## src/rtl/sm_clk_ctrl_pkg.sv

```systemverilog
// sm_clk_pkg: shared state encoding and mode-switch codes for the CPU clock controller.
package sm_clk_pkg;

  typedef enum logic [1:0] {
    S_STOP,
    S_RUN,
    S_STEP
  } state_t;

  localparam logic [1:0] MODE_STOP = 2'b00;
  localparam logic [1:0] MODE_RUN  = 2'b01;
  localparam logic [1:0] MODE_STEP = 2'b10;

  // The prescaler only advances while a clock period is being generated.
  function automatic logic is_counting(state_t s);
    return (s == S_RUN) || (s == S_STEP);
  endfunction

endpackage

```

## src/rtl/sm_clk_ctrl_if.sv

```systemverilog
// sm_clk_ctrl_if: board-side switches/button and CPU-side clock outputs of the clock controller.
interface sm_clk_ctrl_if
  import sm_clk_pkg::*;
#(
  parameter int DIV_W = 4
);
  logic [DIV_W-1:0] devide;
  logic [1:0]       mode;
  logic             stepBtn;
  logic             clkOut;
  logic             riseStb;
  logic [31:0]      tickCount;
  logic             busy;

  modport master (
    output devide, mode, stepBtn,
    input  clkOut, riseStb, tickCount, busy
  );

  modport slave (
    input  devide, mode, stepBtn,
    output clkOut, riseStb, tickCount, busy
  );
endinterface

```

## src/rtl/sm_clk_ctrl_deb_filter.sv

```systemverilog
// sm_deb_filter: synchronises a bouncing push-button, accepts a new level only after it has
// been stable for DEB_CNT cycles, and emits a one-cycle pulse when the accepted level rises.
module sm_deb_filter #(
  parameter int DEB_CNT = 50000
) (
  input  logic clk,
  input  logic rst,
  input  logic btn,
  output logic rise_pulse
);
  localparam int CW = $clog2(DEB_CNT);
  localparam logic [CW-1:0] CNT_LAST = CW'(DEB_CNT - 1);

  logic          btn_meta;
  logic          btn_sync;
  logic          level;
  logic [CW-1:0] stable_cnt;
  logic          flip;

  assign flip = (btn_sync != level) && (stable_cnt == CNT_LAST);

  // Two-flop synchroniser for the raw button.
  always_ff @(posedge clk or posedge rst) begin
    if (rst) begin
      btn_meta <= 1'b0;
      btn_sync <= 1'b0;
    end else begin
      btn_meta <= btn;
      btn_sync <= btn_meta;
    end
  end

  // Count consecutive disagreeing cycles; the DEB_CNT-th one flips the accepted level.
  always_ff @(posedge clk or posedge rst) begin
    if (rst) begin
      stable_cnt <= '0;
      level      <= 1'b0;
      rise_pulse <= 1'b0;
    end else begin
      rise_pulse <= flip && btn_sync;
      if (btn_sync == level) begin
        stable_cnt <= '0;
      end else if (flip) begin
        stable_cnt <= '0;
        level      <= btn_sync;
      end else begin
        stable_cnt <= stable_cnt + CW'(1);
      end
    end
  end
endmodule

```

## src/rtl/sm_clk_ctrl.sv

```systemverilog
// sm_clk_ctrl: parametrised CPU clock controller with stop, free-run and single-step modes.
// Half-period is 2**(SHIFT+divA) clkIn cycles; ratio changes only land on a falling boundary.
module sm_clk_ctrl
  import sm_clk_pkg::*;
#(
  parameter int CNT_W   = 32,
  parameter int SHIFT   = 16,
  parameter int DIV_W   = 4,
  parameter int DEB_CNT = 50000
) (
  input logic          clkIn,
  input logic          rst,
  sm_clk_ctrl_if.slave bus
);

  if (SHIFT + (2 ** DIV_W) - 1 >= CNT_W) begin : g_param_check
    $error("sm_clk_ctrl: SHIFT + 2**DIV_W - 1 must be below CNT_W");
  end

  logic [DIV_W-1:0] dev_meta;
  logic [DIV_W-1:0] dev_sync;
  logic [1:0]       mode_meta;
  logic [1:0]       mode_sync;
  logic             step_req;
  logic [DIV_W-1:0] div_a;
  logic [CNT_W-1:0] cntr;
  logic [CNT_W-1:0] half_mask;
  logic             counting;
  logic             half_end;
  logic             rise_end;
  logic             fall_end;
  logic             clk_out_q;
  logic             rise_stb_q;
  logic [31:0]      tick_q;
  logic             busy_c;
  state_t           state;
  state_t           state_nxt;

  sm_deb_filter #(.DEB_CNT(DEB_CNT)) u_deb (
    .clk       (clkIn),
    .rst       (rst),
    .btn       (bus.stepBtn),
    .rise_pulse(step_req)
  );

  // Two-flop synchronisers for the divider and mode switches.
  always_ff @(posedge clkIn or posedge rst) begin
    if (rst) begin
      dev_meta  <= '0;
      dev_sync  <= '0;
      mode_meta <= '0;
      mode_sync <= '0;
    end else begin
      dev_meta  <= bus.devide;
      dev_sync  <= dev_meta;
      mode_meta <= bus.mode;
      mode_sync <= mode_meta;
    end
  end

  // Mask of the low SHIFT+divA prescaler bits that make up one half-period.
  always_comb begin
    half_mask = '0;
    for (int i = 0; i < CNT_W; i++) begin
      if (i < SHIFT + int'(div_a)) half_mask[i] = 1'b1;
    end
  end

  assign counting = is_counting(state);
  assign half_end = counting && ((cntr & half_mask) == half_mask);
  assign rise_end = half_end && !clk_out_q;
  assign fall_end = half_end && clk_out_q;

  // Prescaler, output clock, rise strobe and CPU cycle counter.
  always_ff @(posedge clkIn or posedge rst) begin
    if (rst) begin
      cntr       <= '0;
      clk_out_q  <= 1'b0;
      rise_stb_q <= 1'b0;
      tick_q     <= '0;
    end else begin
      rise_stb_q <= rise_end;
      if (!counting) begin
        cntr      <= '0;
        clk_out_q <= 1'b0;
      end else if (half_end) begin
        cntr      <= '0;
        clk_out_q <= ~clk_out_q;
      end else begin
        cntr <= cntr + CNT_W'(1);
      end
      if (rise_end) tick_q <= tick_q + 32'd1;
    end
  end

  // Divider ratio is only taken while stopped or at the end of a high half.
  always_ff @(posedge clkIn or posedge rst) begin
    if (rst) begin
      div_a <= '0;
    end else if (state == S_STOP || fall_end) begin
      div_a <= dev_sync;
    end
  end

  // Mode state register.
  always_ff @(posedge clkIn or posedge rst) begin
    if (rst) state <= S_STOP;
    else     state <= state_nxt;
  end

  // Next-state and busy decode; running modes only stop at the end of a full period.
  always_comb begin
    state_nxt = state;
    busy_c    = 1'b0;
    case (state)
      S_STOP: begin
        if (mode_sync == MODE_RUN) state_nxt = S_RUN;
        else if (step_req && mode_sync == MODE_STEP) state_nxt = S_STEP;
      end
      S_RUN: begin
        if (fall_end && mode_sync != MODE_RUN) state_nxt = S_STOP;
      end
      S_STEP: begin
        busy_c = 1'b1;
        if (fall_end) state_nxt = S_STOP;
      end
      default: state_nxt = S_STOP;
    endcase
  end

  assign bus.clkOut    = clk_out_q;
  assign bus.riseStb   = rise_stb_q;
  assign bus.tickCount = tick_q;
  assign bus.busy      = busy_c;

endmodule

```

## src/flat_wrapper.sv

```systemverilog
// flat-port wrapper written by rule: the top's interface ports become plain ports
module sm_clk_ctrl_flat import sm_clk_pkg::*;
#(
  parameter int CNT_W   = 32,
  parameter int SHIFT   = 16,
  parameter int DIV_W   = 4,
  parameter int DEB_CNT = 50000
)
  (clkIn, rst, bus_devide, bus_mode, bus_stepBtn, bus_clkOut, bus_riseStb, bus_tickCount, bus_busy);
  sm_clk_ctrl_if #(.DIV_W(DIV_W)) bus_i ();
  input logic clkIn;
  input logic rst;
  input wire logic [$bits(bus_i.devide)-1:0] bus_devide;
  input wire logic [$bits(bus_i.mode)-1:0] bus_mode;
  input wire logic [$bits(bus_i.stepBtn)-1:0] bus_stepBtn;
  output wire logic [$bits(bus_i.clkOut)-1:0] bus_clkOut;
  output wire logic [$bits(bus_i.riseStb)-1:0] bus_riseStb;
  output wire logic [$bits(bus_i.tickCount)-1:0] bus_tickCount;
  output wire logic [$bits(bus_i.busy)-1:0] bus_busy;
  assign bus_i.devide = bus_devide;
  assign bus_i.mode = bus_mode;
  assign bus_i.stepBtn = bus_stepBtn;
  assign bus_clkOut = bus_i.clkOut;
  assign bus_riseStb = bus_i.riseStb;
  assign bus_tickCount = bus_i.tickCount;
  assign bus_busy = bus_i.busy;
  sm_clk_ctrl #(.CNT_W(CNT_W), .SHIFT(SHIFT), .DIV_W(DIV_W), .DEB_CNT(DEB_CNT)) u_core (.clkIn(clkIn), .rst(rst), .bus(bus_i));
endmodule
```

## config.mk

```make
export PLATFORM = sky130hd
export DESIGN_NAME = sm_clk_ctrl_flat
export DESIGN_NICKNAME = d
export VERILOG_FILES = /design/src/rtl/sm_clk_ctrl_pkg.sv /design/src/rtl/sm_clk_ctrl_if.sv /design/src/rtl/sm_clk_ctrl_deb_filter.sv /design/src/rtl/sm_clk_ctrl.sv /design/src/flat_wrapper.sv
export SDC_FILE = /design/constraint.sdc
export NUM_CORES = 1
export LEC_CHECK = 0
export BUFFER_PORTS_ARGS = -buffer_cell sky130_fd_sc_hd__buf_4
export CORE_MARGIN = 2
export CORE_UTILIZATION = 45
export DETAILED_ROUTE_END_ITERATION = 6
export GPL_TIMING_DRIVEN = 0
export SYNTH_ARGS = -nofsm -noshare
export SYNTH_HDL_FRONTEND = slang
export SYNTH_SLANG_ARGS = --single-unit
```

## constraint.sdc

```tcl
create_clock -name clkIn -period 4.88 [get_ports clkIn]
set_clock_uncertainty 0.1 [all_clocks]
set_input_delay 0.244 -clock clkIn [delete_from_list [all_inputs] [get_ports clkIn]]
set_output_delay 0.244 -clock clkIn [all_outputs]
set_load 0.03 [all_outputs]
```

* Word level (Yosys, flattened, before mapping) *
Cells that the tools add are included.

word-level totals
  input bits = 9
  register bits = 104
  output and inout port bits = 35
  word-level logic and storage cells = 124

cells by class
  bitwise logic cells = 3
  mux-type cells = 44
  order comparisons = 32
  add/subtract/negate cells = 4
  eq/ne operators = 13
  reductions and logical operators = 13

operator list
  cell                     number
  $lt A6 B32 Y1 const A    16
  $lt A5 B32 Y1 const A    8
  $lt A4 B32 Y1 const A    4
  $add A32 B1 Y32 const B  2
  $lt A3 B32 Y1 const A    2
  $mux W32                 2
  $mux W1                  35
  $and A32 B32 Y32         1
  $eq A32 B32 Y1           1
  $lt A1 B32 Y1 const A    1
  $lt A2 B32 Y1 const A    1
  $mux W16                 2
  $add A16 B1 Y16 const B  1
  $eq A16 B16 Y1 const B   1
  $mux W2                  4
  $logic_and A1 B1 Y1      7
  $add A5 B4 Y6 const A    1
  $pmux W2 S3              1
  $eq A2 B1 Y1 const B     2
  $eq A2 B2 Y1 const B     2
  $ne A2 B1 Y1 const B     2
  $ne A2 B2 Y1 const B     2
  $ne A3 B3 Y1 const B     1
  $reduce_and A3 Y1        1
  7 further kinds          9

* Depth between registers and ports, before layout *
  word-level depth = 10
  depth in mapped cells = 8
  gate-level depth less buffers = 7

* Hierarchy *
A second synthesis with hierarchy kept.

second synthesis, totals
  cells, all modules = 439
  area total of the unflattened synthesis = 4777.1 um^2

by module, submodules not included
  module         sequential area each (um^2)  area an instance (um^2)  times used  cells an instance
  sm_clk_ctrl    2077.0                       3801.1                   1           348
  sm_deb_filter  500.5                        975.9                    1           91

* Worst setup path after synthesis *
OpenSTA, ideal clock, no wires.

  path kind = register -> register
  start point = reg u_core.div_a[0]
  end point = reg u_core.div_a[1]
  setup time = 0.128 ns
  cell stages (with the launch flop) = 7
  path buffers = 0
  data required time = 4.652 ns
  clock period less this slack = 2.136 ns
  arrival = 1.909 ns
  setup slack = 2.744 ns
  path through = dfrtp_1 nor2b_1 o311ai_1 nand3_1 nor4_4 a31oi_1 mux2_1

on the way
  cells in the longest elaborated chain, start to end = 8
  elaborated cells between the ends (all ways) = 70
  classes of those cells = add/sub: 1; order compare: 32; eq/ne: 1; mux: 32; bitwise: 1; reduce/logical: 3

RTL lines
  element                                      line                RTL
  start, declared                              sm_clk_ctrl.sv:25   logic [DIV_W-1:0] div_a;
  start signal, assigned                       sm_clk_ctrl.sv:101  div_a <= dev_sync;
  $add A5 B4 Y6 (*)                            sm_clk_ctrl.sv:65   if (i < SHIFT + int'(div_a)) half_mask[i] = 1'b1;
  $lt A1 B32 Y1, or another cell as far along  sm_clk_ctrl.sv:65
  $mux W1                                      sm_clk_ctrl.sv:65
  $and A32 B32 Y32                             sm_clk_ctrl.sv:70   assign half_end = counting && ((cntr & half_mask) == half_mask);
  $eq A32 B32 Y1 (*)                           sm_clk_ctrl.sv:70
  $logic_and A1 B1 Y1 (*)                      sm_clk_ctrl.sv:70
  $logic_and A1 B1 Y1 (*)                      sm_clk_ctrl.sv:72   assign fall_end = half_end && clk_out_q;
  $logic_or A1 B1 Y1 (*)                       sm_clk_ctrl.sv:100  end else if (state == S_STOP || fall_end) begin

Mark *: on every way between the ends. The rest lies on a longest branch, timed or not.
A chain may end at the register's enable or synchronous reset.

* Final worst setup path *
Ends and elaborated chain as after synthesis.

==> results.md <==
* Max Root-Sink Buffers at 2
* Synth Flop Type: dfrtp_1
* Highest clock rate at 400 MHz
* Top Layer Used: met4
* Reg2reg start: u_core.div_a[0]
* Hold Crit Class: flop to flop
* Synth area leader: dfrtp_1
* Power Total at 1720 uW
* CTS tree: yes
* Pin count of the biggest net entering global routing at 63
* Clk root buf: clkbuf_8
* Synth async-reset ratio at 100%
* EDFF count, synth at 0
* P_leak at between 0.002 and 0.0025 uW
* DIE HEIGHT at 108 microns
* Worst reg2reg path depth at 6
* Sink Count at 103
* Initial antenna violation count at 0
* Syn nets at 474
* FF-to-FF End: u_core.div_a[1]
* Antenna Violating Nets Remaining at 0
* # DRC at 0
* Share of cells above drive strength 1 at 15.7%
* Critical Path RT at approximately 5.0 ns
* CP Class: flop to flop
* Crit path max fanout at 7
* IO buf count at 43
* Slew HR at 25.0%
* Die span in x at ~110 microns
* Number of global-route vias before repair at 3453
* Peak VDD IR at roughly 0.00020 V
* Unrepaired setup endpoints after global routing: no
* Final Wtd Congestion at 0.836
* CP Buf/Inv Count at 0
* First-pass GRT wire length at 16700 microns
* CP Cell Sequence: nor2b_1, o311ai_1, nand3_1, nor4_4, a31oi_1, mux2_1
* WL final at about 9600 microns
* Via-per-instance ratio at 5.23
* Routed wl met3 at 443 microns
* Gr ovfl total at 0
* DP HPWL at approximately 6600 microns
* Die Area at about 12000 sq um
* Min-delay src: u_core.mode_meta[0]
* N_diodes at 0
* Metal2 WL at roughly 4200 microns
* Final setup violation count at 0
* WL/cell at 14.5 microns
* Reg2reg setup slack at between 2 and 2.5 ns
* Arr. time, crit path at about 2.7 ns
* Core region area at about 10000 sq um
* Gate Count Post-Synth at 459
* Post-cts sizing count at 0
* CP peak stage delay at about 0.55 ns
* Area Growth Syn to Fin at 16.6%
* Yosys synthesis warning count at 0
* GRT Overall Usage at 18.1%
* Clock period minus worst slack at 2.50 ns
* Final Hold Violating Endpoints at 0
* Min-Delay Path Depth at 0
* Post-synthesis register bit count at 103
* Synth cell types at 45
* Crit-path slowest cell: o311ai_1
* Post-layout util at 54.5%
* WL met1 at between 4000 and 5000 microns
* Reg clk slew, reported paths at about 0.09 ns
* Slew @ Worst Pin at around 1.1 ns
* Crit start category: flop
* Clock latency on the worst-skew pair at 0.38 ns
* 1st-pass router iterations at 4
* Starting DRT DRC Count at about 120
* Io pins at 44
* Vias at 3468
* Family with the most delay on the worst path: compound AO/OA/AOI/OAI gates
* Initial core utilization at 46.8%
* Num CTS Buffers at 9
* Site Rows at 37
* Final period utilization at 51.2%
* Hold Path End: u_core.mode_sync[0]
* Syn avg cell area at 10.6 sq um
* Slew Limit Fails at 0
* Top cell type's share of synthesized area at 52.9%
* Largest cells by area after synthesis: dfrtp_1 53%, xnor2_1 9.7%, nor2_1 5.4%
* Sequential fraction of the synthesis area at 52.9%
* Nets@finish at between 500 and 600
* Worst Setup End Kind: flop
* CTS H-tree lvls at 3
* Synthesized cell area at 4870 sq um
* Status: finished, final reports clean
* PD cells at roughly 300 nW/um^2
* Max_cap viols at 0
* Setup TNS Final at 0 ns
==> worst max-delay path by stage <==
stage                     from                  end  slack [ns]  depth (start not counted)
2_1_floorplan              rst    u_core.bus.clkOut        1.83                          1
3_3_place_gp               rst  u_core.mode_sync[0]        0.60                          2
3_5_place_dp   u_core.div_a[0]      u_core.div_a[1]        2.35                          6
4_1_cts        u_core.div_a[0]      u_core.div_a[1]        2.33                          6
5_1_grt        u_core.div_a[0]      u_core.div_a[1]        2.10                          6
6_report       u_core.div_a[0]      u_core.div_a[1]        2.38                          6
==> layout by cell type, fill, tap and decap left out, types with 4 or more instances in the layout <==
cell and instances:
nand3_1 30, and4_1 4, nor2b_1 8, xor2_1 21
nor4_1 6, nor3_1 10, ha_1 6, mux2_1 4
clkbuf_8 11, dlygate4sd3_1 8, inv_1 8, nand2b_1 4
nor2_1 70, buf_4 44, buf_6 4, or4_1 4
nand2_1 37, xnor2_1 54, and3_1 16, nand4_1 24
buf_2 4, dfrtp_1 103
==> timing repair <==
action                                  CTS  global route
hold buffers                              8             0
endpoints found under the setup margin    0             0
hold endpoints to repair                 48             0
buffers inserted                          0             0
==> area by class of cell <==
type,instances,area [sq um]
clock buffer,11,151
fill,945,4740
clock inverter,5,53.8
sequential,103,2580
timing repair buffer,52,430
buffer,9,72.6
multi-input combinational,337,2180
tap,136,170
inverter,10,40.0
==> registers in the layout (all words and copies together), names as in the netlist, 2 cells and up <==
name and count:
u_core.mode_sync 2, u_core.cntr 31, u_core.mode_meta 2, u_core.div_a 4, u_core.u_deb.stable_cnt 16, u_core.bus.tickCount 32, u_core.state 2, u_core.dev_sync 4
u_core.dev_meta 4
==> cells in the mapped netlist (4+ instances only) <==
master / n
or4_1: 4
and3_1: 16
nor3_1: 10
nand3_1: 30
ha_1: 6
nor4_1: 6
nand2b_1: 4
and4_1: 4
dfrtp_1: 103
nor2b_1: 8
buf_2: 4
xnor2_1: 54
mux2_1: 4
inv_1: 9
nand4_1: 24
nand2_1: 37
xor2_1: 21
buf_6: 4
nor2_1: 70
==> through the flow <==
stage,area (sq um),hold slack (ns),cells,worst slack [ns]
finish,5680,0.257,663,2.38
global route,5680,0.262,663,2.10
CTS,5680,0.259,663,2.33
detailed placement,5390,0.236,639,2.35
global placement,5360,0.233,638,0.603
floorplan,4870,0.175,459,1.83
==> cell families after synthesis <==
| kind of cell | Yosys count | synth area share [%] |
|---|---|---|
| AO/OA/AOI/OAI | 16 | 2.31 |
| XOR/XNOR | 75 | 13.5 |
| adder cells (fa/ha/maj) | 6 | 1.54 |
| buffers and inverters | 19 | 2.26 |
| flip-flops | 103 | 52.9 |
| multiplexers | 6 | 1.39 |
| AND/OR/NAND/NOR | 234 | 26.1 |
==> per-layer routing <==
metal | vias to the layer above | track usage, %
li1 | 1707 | -
met1 | 1685 | 24.8
met2 | 65 | 27.7
met3 | 11 | 5.06
met4 | 0 | 6.68
met5 | - | 0
==> report_power, final <==
| group | switching [uW] | internal (uW) |
|---|---|---|
| registers | 38.1 | 886 |
| clock network | 293 | 265 |
| logic | 142 | 91.4 |
(Power assumes the default switching activity.)
